<file path="config.mk">
export PLATFORM = sky130hd
export DESIGN_NAME = imemory_blit
export DESIGN_NICKNAME = d
export VERILOG_FILES = /design/src/rtl/iob_im_blit_pkg.sv /design/src/rtl/imemory_blit_cfg.sv /design/src/rtl/iob_rom_sp.sv /design/src/rtl/imemory_blit.sv
export SDC_FILE = /design/constraint.sdc
export NUM_CORES = 1
export LEC_CHECK = 0
export BUFFER_PORTS_ARGS = -buffer_cell sky130_fd_sc_hd__buf_2
export CORE_UTILIZATION = 60
export DETAILED_ROUTE_END_ITERATION = 6
export GPL_TIMING_DRIVEN = 0
export PLACE_DENSITY = 0.76
export RECOVER_POWER = 100
export SLEW_MARGIN = 30
export SYNTH_ARGS = -nofsm -noshare
export SYNTH_HDL_FRONTEND = slang
export SYNTH_SLANG_ARGS = --single-unit
</file>
<file path="constraint.sdc">
create_clock -name clk -period 5.59 [get_ports clk]
set_clock_uncertainty 0.15 [all_clocks]
set_input_delay 1.677 -clock clk [delete_from_list [all_inputs] [get_ports clk]]
set_output_delay 1.677 -clock clk [all_outputs]
set_load 0.005 [all_outputs]
</file>
<file path="src/rtl/iob_im_blit_pkg.sv">
// Shared definitions for the image blitter.
//   BLIT_LAT     : cycles from pixel presentation to rgb
//   SCALE_W      : width of the log2 scale field
//   DEF_*        : default frame colour and transparent key (12-bit rgb)
//   blit_cfg_t   : one image placement {isel, x, y, scale}; fields are sized
//                  for the widest supported build and zero-extended on entry.
package iob_im_blit_pkg;

  localparam int BLIT_LAT   = 3;
  localparam int SCALE_W    = 2;
  localparam int CFG_ISEL_W = 8;
  localparam int CFG_PIX_W  = 16;

  localparam logic [11:0] DEF_FRAME_COLOR = 12'hFFF;
  localparam logic [11:0] DEF_TRANSP_KEY  = 12'hF0F;

  typedef struct packed {
    logic [CFG_ISEL_W-1:0] isel;
    logic [CFG_PIX_W-1:0]  x;
    logic [CFG_PIX_W-1:0]  y;
    logic [SCALE_W-1:0]    scale;
  } blit_cfg_t;

endpackage

</file>
<file path="src/rtl/imemory_blit_cfg.sv">
// Shadow/active configuration registers with valid/ready intake.
//   i_valid/o_ready          : config handshake (ready while nothing pending)
//   i_isel/i_x/i_y/i_scale   : requested placement
//   i_frame_start            : promotes a pending shadow config to active
//   o_act                    : active placement
//   o_base                   : ROM base of the active image (isel*IMG_W*IMG_H)
module imemory_blit_cfg
  import iob_im_blit_pkg::*;
#(
  parameter int ISEL_W = 2,
  parameter int PIX_W  = 10,
  parameter int IMG_W  = 40,
  parameter int IMG_H  = 40,
  parameter int ADDR_W = 13
) (
  input  logic               clk,
  input  logic               rst,
  input  logic               i_valid,
  output logic               o_ready,
  input  logic [ISEL_W-1:0]  i_isel,
  input  logic [PIX_W-1:0]   i_x,
  input  logic [PIX_W-1:0]   i_y,
  input  logic [SCALE_W-1:0] i_scale,
  input  logic               i_frame_start,
  output blit_cfg_t          o_act,
  output logic [ADDR_W-1:0]  o_base
);

  localparam int IMG_SZ = IMG_W * IMG_H;

  blit_cfg_t         r_shadow, r_act;
  logic              r_pending;
  logic [ADDR_W-1:0] r_base;
  logic              w_accept, w_load;

  // accept and load are mutually exclusive: accept needs !pending, load needs
  // pending. A request landing on a frame_start therefore waits a frame.
  assign w_accept = i_valid & ~r_pending;
  assign w_load   = i_frame_start & r_pending;

  always_ff @(posedge clk) begin
    if (rst) begin
      r_shadow  <= '0;
      r_act     <= '0;
      r_pending <= 1'b0;
      r_base    <= '0;
    end else begin
      if (w_accept) begin
        r_shadow.isel  <= CFG_ISEL_W'(i_isel);
        r_shadow.x     <= CFG_PIX_W'(i_x);
        r_shadow.y     <= CFG_PIX_W'(i_y);
        r_shadow.scale <= i_scale;
        r_pending      <= 1'b1;
      end else if (w_load) begin
        r_pending <= 1'b0;
      end
      if (w_load) begin
        r_act  <= r_shadow;
        // out-of-range selectors truncate here; the top masks them via isel
        r_base <= ADDR_W'(32'(r_shadow.isel) * IMG_SZ);
      end
    end
  end

  assign o_ready = ~r_pending;
  assign o_act   = r_act;
  assign o_base  = r_base;

endmodule

</file>
<file path="src/rtl/iob_rom_sp.sv">
// Single-port synchronous image ROM.
//   clk    : clock
//   i_en   : read enable; o_data holds its value while low
//   i_addr : word address
//   o_data : registered read data, one cycle after i_en
// Contents are a fixed test card: word a = (7a+3) mod 2^DATA_W, except word
// 410 holds the transparent key 12'hF0F and word 411 holds 12'h123.
module iob_rom_sp #(
  parameter int DATA_W  = 12,
  parameter int ADDR_W  = 13,
  parameter     HEXFILE = "none"
) (
  input  logic              clk,
  input  logic              i_en,
  input  logic [ADDR_W-1:0] i_addr,
  output logic [DATA_W-1:0] o_data
);

  function automatic logic [DATA_W-1:0] img_word(input logic [ADDR_W-1:0] a);
    if (a == ADDR_W'(410)) return DATA_W'(12'hF0F);
    if (a == ADDR_W'(411)) return DATA_W'(12'h123);
    return DATA_W'(32'(a) * 32'd7 + 32'd3);
  endfunction

  // Only the built-in test card is carried; a file-backed image set would
  // silently diverge from it, so refuse to elaborate instead.
  if (HEXFILE != "none") begin : g_nofile
    $error("iob_rom_sp: only the built-in image set is available");
  end

  always_ff @(posedge clk) begin
    if (i_en) o_data <= img_word(i_addr);
  end

endmodule

</file>
<file path="src/rtl/imemory_blit.sv">
// Scaled, colour-keyed image blitter for the VGA pixel path.
//   clk, rst                 : clock, synchronous active-high reset
//   cfg_*                    : placement request, valid/ready, applied at frame_start
//   frame_start              : pulse before the first pixel of a frame
//   pixel_valid/x/y          : current raster position
//   rgb/rgb_valid/in_image   : colour for the pixel presented 3 cycles earlier
module imemory_blit
  import iob_im_blit_pkg::*;
#(
  parameter int DATA_W = 12,
  parameter int PIX_W  = 10,
  parameter int IMG_W  = 40,
  parameter int IMG_H  = 40,
  parameter int NIMG   = 4,
  parameter int ISEL_W = 2,
  parameter int ADDR_W = 13,
  parameter logic [DATA_W-1:0] FRAME_COLOR = DATA_W'(DEF_FRAME_COLOR),
  parameter logic [DATA_W-1:0] TRANSP_KEY  = DATA_W'(DEF_TRANSP_KEY),
  parameter     HEXFILE = "none"
) (
  input  logic               clk,
  input  logic               rst,
  input  logic               cfg_valid,
  output logic               cfg_ready,
  input  logic [ISEL_W-1:0]  cfg_isel,
  input  logic [PIX_W-1:0]   cfg_x,
  input  logic [PIX_W-1:0]   cfg_y,
  input  logic [SCALE_W-1:0] cfg_scale,
  input  logic               frame_start,
  input  logic               pixel_valid,
  input  logic [PIX_W-1:0]   pixel_x,
  input  logic [PIX_W-1:0]   pixel_y,
  output logic [DATA_W-1:0]  rgb,
  output logic               rgb_valid,
  output logic               in_image
);

  // geometry is evaluated 4 bits wider than coordinates so x_end never wraps
  localparam int GW   = CFG_PIX_W + 4;
  localparam int IX_W = (IMG_W > 1) ? $clog2(IMG_W) : 1;
  localparam int IY_W = (IMG_H > 1) ? $clog2(IMG_H) : 1;

  blit_cfg_t         w_act;
  logic [ADDR_W-1:0] w_base;

  imemory_blit_cfg #(
    .ISEL_W(ISEL_W), .PIX_W(PIX_W), .IMG_W(IMG_W), .IMG_H(IMG_H), .ADDR_W(ADDR_W)
  ) u_cfg (
    .clk          (clk),
    .rst          (rst),
    .i_valid      (cfg_valid),
    .o_ready      (cfg_ready),
    .i_isel       (cfg_isel),
    .i_x          (cfg_x),
    .i_y          (cfg_y),
    .i_scale      (cfg_scale),
    .i_frame_start(frame_start),
    .o_act        (w_act),
    .o_base       (w_base)
  );

  // ---- S0 combinational: hit test and image-local coordinates ----
  logic [GW-1:0] w_px, w_py, w_x, w_y, w_xend, w_yend, w_dx, w_dy;
  logic          w_en, w_hit;
  logic [IX_W-1:0] w_idx;
  logic [IY_W-1:0] w_idy;

  assign w_px   = GW'(pixel_x);
  assign w_py   = GW'(pixel_y);
  assign w_x    = GW'(w_act.x);
  assign w_y    = GW'(w_act.y);
  assign w_xend = w_x + (GW'(IMG_W) << w_act.scale) - GW'(1);
  assign w_yend = w_y + (GW'(IMG_H) << w_act.scale) - GW'(1);
  assign w_en   = 32'(w_act.isel) < NIMG;
  assign w_hit  = pixel_valid & w_en &
                  (w_px >= w_x) & (w_px <= w_xend) &
                  (w_py >= w_y) & (w_py <= w_yend);
  assign w_dx   = w_px - w_x;
  assign w_dy   = w_py - w_y;
  assign w_idx  = IX_W'(w_dx >> w_act.scale);
  assign w_idy  = IY_W'(w_dy >> w_act.scale);

  // ---- pipeline registers ----
  logic [BLIT_LAT-1:0] r_vld_pipe;
  logic                r0_hit, r1_hit;
  logic [IX_W-1:0]     r0_idx;
  logic [IY_W-1:0]     r0_idy;
  logic [ADDR_W-1:0]   r0_base;
  logic [ADDR_W-1:0]   w_addr;
  logic [DATA_W-1:0]   w_rom;
  logic                w_opaque;

  // base travels with the pixel so in-flight pixels survive a config swap
  assign w_addr = r0_base + ADDR_W'(32'(r0_idy) * IMG_W) + ADDR_W'(r0_idx);

  // the ROM's read register is the S1 address/data stage
  iob_rom_sp #(.DATA_W(DATA_W), .ADDR_W(ADDR_W), .HEXFILE(HEXFILE)) u_rom (
    .clk   (clk),
    .i_en  (r0_hit),
    .i_addr(w_addr),
    .o_data(w_rom)
  );

  assign w_opaque = r1_hit & (w_rom != TRANSP_KEY);

  always_ff @(posedge clk) begin
    if (rst) begin
      r_vld_pipe <= '0;
      r0_hit     <= 1'b0;
      r0_idx     <= '0;
      r0_idy     <= '0;
      r0_base    <= '0;
      r1_hit     <= 1'b0;
      rgb        <= '0;
      in_image   <= 1'b0;
    end else begin
      r_vld_pipe <= {r_vld_pipe[BLIT_LAT-2:0], pixel_valid};
      r0_hit     <= w_hit;
      r0_idx     <= w_idx;
      r0_idy     <= w_idy;
      r0_base    <= w_base;
      r1_hit     <= r0_hit;
      rgb        <= w_opaque ? w_rom : FRAME_COLOR;
      in_image   <= w_opaque;
    end
  end

  assign rgb_valid = r_vld_pipe[BLIT_LAT-1];

endmodule

</file>
Word level (Yosys, flattened, before mapping)
Index checks and enable logic that the tools add are counted.
- flip-flop bits (word level): 105
- bits in latches: 0
- RAM bits: 0
- ROM bits: 0
- bits of input ports: 49
- output and inout bits: 15
- logic and storage cells: 64
- memories: 0
- add/sub/neg operators: 9
- $mul: 3
- divide/modulo/power cells: 0
- order comparisons: 5
- eq/ne operators: 3
- shift-type cells: 3
- muxes and demuxes: 12
- bitwise operators: 9
- reductions and logical operators: 1
- operator list (operator ; number):
    $mux 12 ; 5
    $add 10x20->20 ; 2
    $le 10x20->1 ; 2
    $shr 20x2->6 ; 2
    $sub 20x1->20 const B ; 2
    $eq 13x9->1 const B ; 2
    $sub 10x10->11 ; 2
    $ge 10x10->1 ; 2
    $shl 6x2->20 const A ; 1
    $add 13x12->13 ; 1
    $add 13x6->13 ; 1
    $mul 13x3->12 const B ; 1
    $add 12x2->12 const B ; 1
    $ne 12x12->1 const B ; 1
    $mul 6x3->9 const B ; 1
    $and 1x1->1 ; 8
    $mul 2x5->7 const B ; 1
    $mux 1 ; 7
    $lt 2x3->1 const B ; 1
    $reduce_bool 2->1 ; 1
    $not 1->1 ; 1

Logic depth before layout (Yosys ltp)
Gate-level depths: netlist of run 1.
- depth after elaboration: 10
- mapped depth: 21
- depth with buffers taken out: 19

Hierarchy
From an unflattened synthesis of run 1, not the netlist that was laid out.
- cells, all modules: 1099
- area total of the unflattened synthesis: 9596.7 um^2
- modules (own cells, without submodules) (module ; instances ; cells an instance ; area an instance (um^2) ; seq. area each (um^2)):
    imemory_blit ; 1 ; 717 ; 5743.0 ; 860.8
    imemory_blit_cfg ; 1 ; 236 ; 2429.8 ; 1041.0
    iob_rom_sp ; 1 ; 146 ; 1423.9 ; 360.3

Least setup slack after synthesis of run 1
Ideal clock, no wire load.
- kind: register to register
- start point: reg r0_idy[1]
- end point: reg u_rom.o_data[10] (data pin)
- data arrival time: 3.897 ns
- data required time: 5.176 ns
- setup slack: 1.279 ns
- stages on the path, launching flop included: 15
- cells stage by stage: dfxtp_1 ha_1 ha_1 fa_1 ha_1 xnor2_1 fa_1 ha_1 ha_1 nor2_1 nor2_1 a31o_2 a21oi_1 xor2_1 o21ai_0
- cells in the longest elaborated chain, start to end: 9
- RTL lines (item ; RTL line ; text):
    start, declared ; imemory_blit.sv:87 ; logic [IY_W-1:0] r0_idy;
    start signal, assigned ; imemory_blit.sv:120 ; r0_idy <= w_idy;
    $mul 6x3->9 (*) ; imemory_blit.sv:94 ; assign w_addr = r0_base + ADDR_W'(32'(r0_idy) * IMG_W) + ADDR_W'(r0_idx);
    $add 13x12->13 (*) ; imemory_blit.sv:94 ;
    $add 13x6->13 (*) ; imemory_blit.sv:94 ;
    parallel branches: the longest is 5 deep, another holds $mul 13x3->12 ; n/a ;
    $mux 12 (*) ; iob_rom_sp.sv:21 ; if (a == ADDR_W'(411)) return DATA_W'(12'h123);
    end signal, assigned ; iob_rom_sp.sv:32 ; if (i_en) o_data <= img_word(i_addr);
    end, declared ; iob_rom_sp.sv:16 ; output logic [DATA_W-1:0] o_data
Mark *: on every way between the ends. The select of a mux whose other input is x is not followed.
A chain may end at the register's enable or synchronous reset.

Worst setup path in the final report of run 1
- start point: reg u_cfg.r_act, in the netlist u_cfg.o_act[0]
- end point: reg r0_hit
- cells in the longest elaborated chain, start to end: 7
- RTL lines (item ; RTL line ; text):
    start, declared ; imemory_blit_cfg.sv:31 ; blit_cfg_t r_shadow, r_act;
    start signal, assigned ; imemory_blit_cfg.sv:58 ; r_act <= r_shadow;
    $shl 6x2->20 (*) ; imemory_blit.sv:72, imemory_blit.sv:73 ;
    $add 10x20->20 ; imemory_blit.sv:72 ; assign w_xend = w_x + (GW'(IMG_W) << w_act.scale) - GW'(1);
    $sub 20x1->20 ; imemory_blit.sv:72 ;
    $le 10x20->1 ; imemory_blit.sv:76 ; (w_px >= w_x) & (w_px <= w_xend) &
    $and 1x1->1 (2 in series) ; imemory_blit.sv:76 ;
    $and 1x1->1 (*) ; imemory_blit.sv:77 ; (w_py >= w_y) & (w_py <= w_yend);
    end signal, assigned ; imemory_blit.sv:118 ; r0_hit <= w_hit;
    end, declared ; imemory_blit.sv:85 ; logic r0_hit, r1_hit;
Every way passes the cells marked *; elsewhere a longest branch is shown, timed or not.

==> impl_metrics.csv, run 1 <==
group,metric,value,unit
route,drt_iter0_drc,298,
die,die_area,12450,sq um
timing,slew_headroom,57.64,%
pwr,leakage,3.656,nW
setup_path,cp-start-kind,"register",
setup_path,required,5.69,ns
synthesis,synthTopCellsByArea,"dfxtp_1 (24%), ha_1 (20%), a21oi_1 (6.9%), nand2_1 (6.2%), inv_1 (5.3%)",
die,io_pins,64,
pwr,power_density,300.3,nW/um^2
timing,period_share,84.24,%
finish,nets,1118,
setup_path,cp-end-kind,"register",
grt,grt_max_degree,21,
clocking,path_clk_slew,0.08,ns
die,start_util,62.31,%
placement,gp_congestion,0.9051,
timing,setup_viol,0,
synthesis,yosys_warnings,0,
die,coreArea,11560,sq um
timing,drv_slew,0,
pwr,fin_total_pwr,0.002400,W
timing,hold_violations,0,
timing,worst_pin_slew,0.6354,ns
clocking,cts_root_buffer,"clkbuf_16",
setup_path,worstPathArrival,4.81,ns
die,die_y,111.6,microns
timing,period_needed,4.709,ns
finish,register_area,2102,sq um
synthesis,syn-num-nets,1044,
clocking,h-tree-depth,3,
grt,grt_first_pass_wirelength,27360,microns
synthesis,synth.ff_latch_count,99,
clocking,post_cts_buffers,0,
min_path,hp-class,"register to register",
route,first_pass_iters,7,
route,via_per_inst,5.622,
route,routedWlPerCell,14.84,microns
finish,fill_cells,960,
route,final_antenna_net_count,0,
synthesis,yosysMostFrequentCell,"nand2_1",
synthesis,synth_top_area_share,24.17,%
finish,area_growth,10.94,%
clocking,cts_tree,"done",
clocking,insertion_delay,0.36,ns
synthesis,synthCells,864,
die,die_x,111.6,microns
synthesis,synth_edf_count,12,
synthesis,syn-cell-area,7206,sq um
synthesis,yosysUniqueCellTypes,44,
placement,place_hpwl,13400,microns
synthesis,synth.avg_cell_area,8.340,sq um
finish,n_antenna_cell,0,
timing,final.setup.tns,0,ns
clocking,post_cts_resized,0,
clocking,clock-sinks,99,
job,cap_viol_max_count,0,
timing,rsz0062_at_grt,"no",
clocking,holdBufCountCts,0,
grt,grt_antenna_before_repair,0,
route,wirelength,16110,microns
route,vias,6105,
synthesis,ys_seq_area_share,29.17,%
placement,port_buffers,63,
setup_path,critPathMaxFanout,11,
synthesis,synth_area_leader_cell,"dfxtp_1",
grt,grt_remaining_overflow,0,
setup_path,critPathKind,"register to register",
pwr,vdd_drop_max,0.0001831,V
grt,track_usage,27.56,%
die,rows,39,
synthesis,yosys-top-cells-count,"nand2_1 (119), ha_1 (115), inv_1 (101)",
clocking,cts_buffer_depth,2,
outcome,status,"finished, violations left",
timing,max_freq,0.2124,GHz
outcome,violations,"DRC",
clocking,cts_made_buffers,9,
synthesis,async_reset_ff_share,0,%
route,drc,4,
synthesis,synth_ff_type,"dfxtp_1",
finish,drive_gt1_share,8.484,%
finish,multi_input_area,4613,sq um
grt,grt_pass1_vias,6242,
## power breakdown
| group | switching (W) | internal [W] | total [W] |
|---|---|---|---|
| combinational | 0.000531 | 0.000423 | 0.000955 |
| clock | 0.000306 | 0.000319 | 0.000625 |
| sequential | 0.0000233 | 0.000797 | 0.000821 |
| total | 0.000861 | 0.00154 | 0.00240 |
## sequential cells by signal (all words and copies together) (netlist names)
name	flops
in_image	1
r0_base	5
r0_hit	1
r0_idx	6
r0_idy	6
r1_hit	1
r_vld_pipe	3
rgb	12
u_cfg.o_act	22
u_cfg.o_base	5
u_cfg.r_pending	1
u_cfg.r_shadow	24
u_rom.o_data	12
## cell families (layout without fill, tap and decap cells)
group | Yosys count | after routing | synth area share (%)
buffers and inverters | 129 | 208 | 6.737
muxes | 2 | 2 | 0.2778
and+or+nand+nor | 242 | 242 | 15.25
AOI/OAI and AO/OA | 216 | 216 | 18.49
adders and majority gates | 131 | 131 | 24.41
DFF | 99 | 99 | 29.17
xor gates and xnor gates | 45 | 45 | 5.661
## critical path, cell delays in order (launching register included)
cell      delay (ns)
dfxtp_1         0.42
clkbuf_1        0.34
inv_1           0.20
buf_2           0.26
nand2_1         0.22
ha_1            0.27
inv_1           0.06
ha_1            0.26
nor2b_1         0.15
o21ai_0         0.16
nand2b_1        0.10
a21o_1          0.19
a21o_1          0.19
xnor2_1         0.21
ha_1            0.29
nand3_1         0.12
a21oi_1         0.05
a211o_1         0.27
a21o_1          0.17
a21oi_1         0.13
a211oi_1        0.08
a211oi_1        0.31
## stage by stage
step | std cells | hold WS [ns] | utilization (%) | setup WS [ns] | cell area [sq um]
after floorplan | 864 | 0.2638 | - | 1.279 | 7206
after global placement | 1070 | 0.2689 | 66.58 | 0.8850 | 7700
after detailed placement | 1070 | 0.2720 | 66.58 | 0.8601 | 7700
after CTS | 1086 | 0.2902 | 69.22 | 0.8337 | 8005
after global routing | 1086 | 0.3051 | 69.12 | 0.5541 | 7994
final | 1086 | 0.2929 | 69.12 | 0.8809 | 7994
## layout by cell type, fill, tap and decap left out, drive strengths merged, types with 7 or more instances in the layout
master  instances
a211oi         23
a21o           20
a21oi          99
and2           11
buf            59
clkbuf         41
dfxtp          87
edfxtp         12
fa             16
ha            115
inv           105
nand2         119
nand4          11
nor2           38
nor2b          22
nor3           20
o21a           14
o21ai          25
o21bai          7
xnor2          25
xor2           19
## metal layers
metal	GRT usage, %	share of wire [%]	up-vias	routed length (microns)
li1	-	-	3103	-
met1	30.57	42	2816	6744
met2	51.96	52	147	8317
met3	4.083	3.5	39	562
met4	12.16	3.0	0	486
met5	0	0	-	0
## cell type report
class	count	area share [%]
inverter	101	4.743
timing repair buffer	63	3.866
tap	143	2.238
multi-input combinational	636	57.71
clock buffer	9	2.817
sequential	99	26.30
buffer	28	1.330
clock inverter	7	1.002
## path summary, 6_finish.rpt
check,startpoint,end,slack [ns],depth (start not counted)
setup / recovery,u_cfg.o_act[0],r0_hit,0.88,21
hold / removal,r_vld_pipe[0],r_vld_pipe[1],0.29,1
setup reg to reg,u_cfg.o_act[0],r0_hit,0.88,21
hold reg to reg,r_vld_pipe[0],r_vld_pipe[1],0.29,1
Note: power is estimated with default switching activity, not from simulation.
==> run 2: changes to the inputs <==
Settings changed: CORE_UTILIZATION 60 to 55, PLACE_DENSITY 0.76 to 0.73.
Clock period 5.59 ns to 4 ns, I/O delays scaled along.
==> impl_metrics.csv, run 2 (synthesis results as in run 1) <==
group,metric,value,unit
timing,worst_pin_slew,0.6267,ns
min_path,hp-class,"register to register",
outcome,violations,"setup timing",
grt,grt_antenna_before_repair,0,
timing,max_freq,0.2336,GHz
route,wirelength,16130,microns
placement,port_buffers,63,
finish,largest_reg_flops,24,
setup_path,critPathKind,"register to register",
timing,period_needed,4.281,ns
finish,final_common_cell,"nand2_1",
finish,layout_common_cells,"nand2_1 (117), inv_1 (100), ha_1 (99)",
clocking,h-tree-depth,3,
clocking,cts_tree,"done",
route,routedWlPerCell,14.28,microns
grt,grt_pass1_vias,5713,
die,start_util,56.64,%
job,cap_viol_max_count,0,
placement,placed_area,7809,sq um
die,coreArea,12720,sq um
die,die_x,116.5,microns
grt,track_usage,25.04,%
finish,postLayoutCellArea,8557,sq um
placement,gp_congestion,0.8189,
grt,grt_remaining_overflow,0,
clocking,cts_root_buffer,"clkbuf_16",
die,die_area,13560,sq um
clocking,clock-sinks,99,
route,vias,6057,
die,rows,41,
finish,top_register,"u_cfg.r_shadow",
route,drt_iter0_drc,276,
timing,rsz0062_at_grt,"yes",
timing,drv_slew,0,
pwr,clockPowerShare,25.5,%
pwr,vdd_drop_max,0.0002840,V
finish,area_growth,18.75,%
finish,fill_cells,1132,
placement,place_hpwl,12600,microns
grt,grt_first_pass_wirelength,26110,microns
clocking,holdBufCountCts,0,
placement,pre_cts_slack,-0.5969,ns
pwr,combPwrFrac,44.6,%
finish,fin_cells,1130,
timing,whs,0.2904,ns
pwr,power_density,449.2,nW/um^2
die,io_pins,64,
timing,slew_headroom,58.22,%
pwr,share_seq_of_total_power,29.9,%
pwr,swShare,33.86,%
route,first_pass_iters,4,
clocking,insertion_delay,0.35,ns
grt,grt_max_degree,18,
timing,hold_violations,0,
finish,drive_gt1_share,14.72,%
timing,period_share,107.0,%
route,drc,0,
pwr,p_switching,0.001301,W
pwr,leakage,3.793,nW
timing,setup_viol,3,
clocking,cts_made_buffers,9,
clocking,cts_buffer_depth,2,
setup_path,required,3.95,ns
finish,nets,1133,
setup_path,worstPathArrival,4.23,ns
setup_path,cp-start-kind,"register",
setup_path,critPathMaxFanout,2,
clocking,path_clk_slew,0.07,ns
timing,setup_ws,-0.2812,ns
pwr,p_int,0.002542,W
placement,place_inst,1099,
die,die_y,116.5,microns
outcome,status,"finished, violations left",
route,final_antenna_net_count,0,
setup_path,cp-end-kind,"register",
route,via_per_inst,5.360,
finish,n_antenna_cell,0,
pwr,fin_total_pwr,0.003844,W
==> run 2: critical path: stages (launching register included) <==
cell	delay (ns)
dfxtp_4	0.35
ha_4	0.24
ha_4	0.16
fa_2	0.36
a21o_1	0.18
a21oi_2	0.14
xnor2_1	0.13
ha_1	0.29
xor2_2	0.18
fa_1	0.54
inv_1	0.05
ha_2	0.17
xor2_1	0.17
xnor3_1	0.28
xnor2_2	0.17
xnor2_2	0.22
xnor2_1	0.16
o21ai_1	0.08
==> run 2: path summary, 6_finish.rpt <==
check | from | end | slack (ns) | depth (start not counted)
max | r0_idy[1] | u_rom.o_data[11] | -0.28 | 17
min | r_vld_pipe[0] | r_vld_pipe[1] | 0.29 | 1
max reg2reg | r0_idy[1] | u_rom.o_data[11] | -0.28 | 17
min reg2reg | r_vld_pipe[0] | r_vld_pipe[1] | 0.29 | 1
==> run 2: metal layers <==
| metal | track usage (%) | wire [microns] |
|---|---|---|
| met3 | 3.788 | 559 |
| met2 | 46.07 | 8218 |
| met1 | 29.48 | 7073 |
| met5 | 0 | 0 |
| met4 | 8.547 | 281 |
==> run 2: cell type report <==
class                   instances  area (sq um)  area share (%)
flip-flops and latches         99          2113           24.70
well taps                     172         215.2           2.515
plain buffers                  27         120.1           1.404
inverters                     101         391.6           4.577
repair buffers                 79         419.2           4.898
clock inverters                 4         77.57          0.9066
clock buffers                  12         257.7           3.012
multi-input cells             636          4962           57.99
==> run 2: power by group through the flow <==
stage / clock network (W) / registers, W / logic (W)
2_1_floorplan: 0 / 0.00116 / 0.00105
3_3_place_gp: 0 / 0.00117 / 0.00133
3_5_place_dp: 0 / 0.00117 / 0.00135
4_1_cts: 0.000988 / 0.00115 / 0.00162
5_1_grt: 0.00103 / 0.00115 / 0.00191
6_report: 0.000979 / 0.00115 / 0.00172
==> run 2: repair_timing <==
action | 4_1_cts | 5_1_grt
buffers inserted | 12 | 4
resized for setup | 36 | 34
gates cloned | 0 | 0
setup endpoints to repair | 4 | 10
pin swaps | 21 | 17
==> run 2: stage by stage <==
step,utilization [%],setup TNS (ns)
6_report,67.26,-0.5692
5_1_grt,67.26,-0.9447
4_1_cts,66.21,-0.4249
3_5_place_dp,61.38,-1.851
3_3_place_gp,61.38,-1.765
2_1_floorplan,-,-0.1838
==> run 3: changes to the inputs <==
Settings changed: CORE_UTILIZATION 55 to 57, PLACE_DENSITY 0.73 to 0.75, SYNTH_HIERARCHICAL set to 1.
==> impl_metrics.csv, run 3 <==
group,metric,value,unit
route,final_antenna_net_count,0,
pwr,fin_total_pwr,0.005879,W
synthesis,yosys-top-cells-count,"ha_1 (149), inv_1 (132), dfxtp_1 (95)",
synthesis,ys_seq_area_share,23.57,%
finish,area_growth,21.47,%
finish,largest_reg_flops,24,
synthesis,syn-cell-area,9597,sq um
placement,port_buffers,62,
timing,max_freq,0.2112,GHz
synthesis,yosys_warnings,6,
timing,hold_violations,0,
timing,period_share,118.4,%
setup_path,startpoint,"r0_idy[4]",
setup_path,cp-start-kind,"register",
pwr,power_density,504.4,nW/um^2
setup_path,cp-end-kind,"register",
setup_path,max_stage_delay,0.51,ns
setup_path,cp_cell_sequence,"ha_4 -> ha_1 -> a21o_1 -> a21oi_2 -> xnor2_1 -> ha_1 -> ha_4 -> nand3_2 -> o31ai_4 -> nor2_2 -> xnor2_2 -> inv_1 -> fa_1 -> inv_2 -> ha_4 -> ha_4 -> a21oi_1 -> o21ai_1 -> or4_4 -> nand3_2",
pwr,vdd_drop_max,0.0006622,V
die,die_x,131.8,microns
synthesis,yosysUniqueCellTypes,79,
synthesis,synth_area_leader_cell,"dfxtp_1",
route,drt_iter0_drc,381,
die,start_util,58.08,%
die,die_y,131.8,microns
min_path,hold_depth,1,
grt,grt_antenna_before_repair,0,
route,first_pass_iters,5,
clocking,holdBufCountCts,0,
clocking,h-tree-depth,3,
setup_path,required,4.07,ns
clocking,cts_buffer_depth,2,
setup_path,critPathKind,"register to register",
job,cap_viol_max_count,0,
placement,place_hpwl,16830,microns
synthesis,synth.ff_latch_count,107,
timing,period_needed,4.736,ns
timing,rsz0062_at_grt,"yes",
route,via_per_inst,5.490,
timing,drv_slew,0,
synthesis,synth_top_area_share,19.82,%
finish,drive_gt1_share,22.07,%
die,die_area,17360,sq um
min_path,min_from,"r_vld_pipe[0]",
setup_path,r2r-end,"u_rom/o_data[11]",
die,io_pins,64,
setup_path,endpoint,"u_rom/o_data[11]",
synthesis,async_reset_ff_share,0,%
synthesis,synthCells,1099,
synthesis,synth.avg_cell_area,8.732,sq um
setup_path,critPathSlowestCell,"fa_1",
synthesis,synth_ff_type,"dfxtp_1",
pwr,leakage,5.127,nW
synthesis,yosysMostFrequentCell,"ha_1",
timing,setup_viol,10,
grt,grt_remaining_overflow,0,
timing,slew_headroom,55.16,%
timing,final.setup.tns,-2.722,ns
placement,placed_area,10500,sq um
synthesis,synthTopCellsByArea,"dfxtp_1 (20%), ha_1 (19%), inv_1 (5.2%), fa_1 (4.0%), nand2b_1 (3.8%)",
timing,setup_ws,-0.7360,ns
outcome,violations,"setup timing",
grt,grt_max_degree,20,
setup_path,worstPathArrival,4.81,ns
setup_path,rr_worst_depth,20,
clocking,clock-sinks,107,
synthesis,synth_edf_count,12,
grt,grt_pass1_vias,7453,
grt,grt_first_pass_wirelength,34910,microns
route,drc,0,
setup_path,r2r_start,"r0_idy[4]",
route,vias,7999,
finish,fill_cells,1299,
min_path,hp-class,"register to register",
clocking,cts_root_buffer,"clkbuf_16",
die,coreArea,16520,sq um
clocking,path_clk_slew,0.07,ns
clocking,cts_tree,"done",
finish,top_register,"u_cfg/r_shadow",
timing,worst_pin_slew,0.6557,ns
finish,nets,1449,
finish,layout_common_cells,"inv_1 (118), ha_1 (118), dfxtp_1 (87)",
grt,track_usage,24.95,%
outcome,status,"finished, violations left",
clocking,insertion_delay,0.36,ns
route,routedWlPerCell,15.09,microns
finish,utilization,70.55,%
route,wirelength,21980,microns
placement,gp_congestion,0.9028,
setup_path,r2r_setup_slack,-0.74,ns
setup_path,critPathMaxFanout,4,
die,rows,47,
clocking,cts_made_buffers,9,
finish,n_antenna_cell,0,
setup_path,crit_top_cell,"ha_4",
finish,postLayoutCellArea,11660,sq um
-- run 3: worst min path at each step --
stage / end / slack, ns
2_1_floorplan: r_vld_pipe[1] / 0.26
3_3_place_gp: r_vld_pipe[1] / 0.27
3_5_place_dp: r_vld_pipe[1] / 0.28
4_1_cts: r_vld_pipe[1] / 0.29
5_1_grt: r_vld_pipe[1] / 0.31
6_report: r_vld_pipe[1] / 0.29
-- run 3: power breakdown --
part           total, W  internal [W]  switching (W)
Combinational   0.00365       0.00185        0.00180
Clock          0.000975      0.000555       0.000420
Sequential      0.00125       0.00123      0.0000232
Total           0.00588       0.00364        0.00224
-- run 3: worst max-delay path, delay by kind of cell, from the launching register on --
kind	cells	cell delay (ns)
AOI/OAI and AO/OA	5	0.88
xor gates and xnor gates	2	0.29
adders and majority gates	7	2.13
buffers and inverters	2	0.13
DFF	1	0.34
and+or+nand+nor	4	0.68
-- run 3: cell type report --
| cell class | instances | area, sq um | area share (%) |
|---|---|---|---|
| clock inverters | 5 | 76.32 | 0.6547 |
| flip-flops and latches | 107 | 2282 | 19.58 |
| multi-input cells | 820 | 7256 | 62.24 |
| well taps | 220 | 275.3 | 2.361 |
| plain buffers | 60 | 376.6 | 3.231 |
| clock buffers | 11 | 264.0 | 2.265 |
| repair buffers | 101 | 608.1 | 5.216 |
| inverters | 133 | 519.2 | 4.454 |
-- run 3: logic make-up (layout without fill, tap and decap cells) --
family	count (synthesis)	in the layout	share of synthesized area, %
xor+xnor	45	45	4.185
flops	107	107	23.57
simple gates	304	304	18.92
compound gates	240	240	16.48
buf+inv	196	310	9.257
other cells	1	25	0.03908
fa+ha+maj	168	168	23.39
mux	38	38	4.159
-- run 3: metal layers --
metal	routed length, microns	up-vias	global-route usage (%)
met5	0	-	0
met4	566	0	9.367
met3	699	26	3.460
met2	11070	150	44.53
met1	9648	3746	30.36
li1	-	4077	-
-- run 3: what timing repair did --
item	in CTS	in global routing
pin swaps	47	38
hold endpoints to repair	0	0
endpoints found under the setup margin	13	13
setup buffers	23	16
resized for setup	65	59
-- run 3: per-stage QoR --
stage	setup slack (ns)	std cells	hold WS [ns]
2_1_floorplan	-0.5826	1123	0.2638
3_3_place_gp	-0.9766	1405	0.2718
3_5_place_dp	-0.9851	1405	0.2755
4_1_cts	-0.6210	1444	0.2950
5_1_grt	-0.8863	1457	0.3087
6_report	-0.7360	1457	0.2941
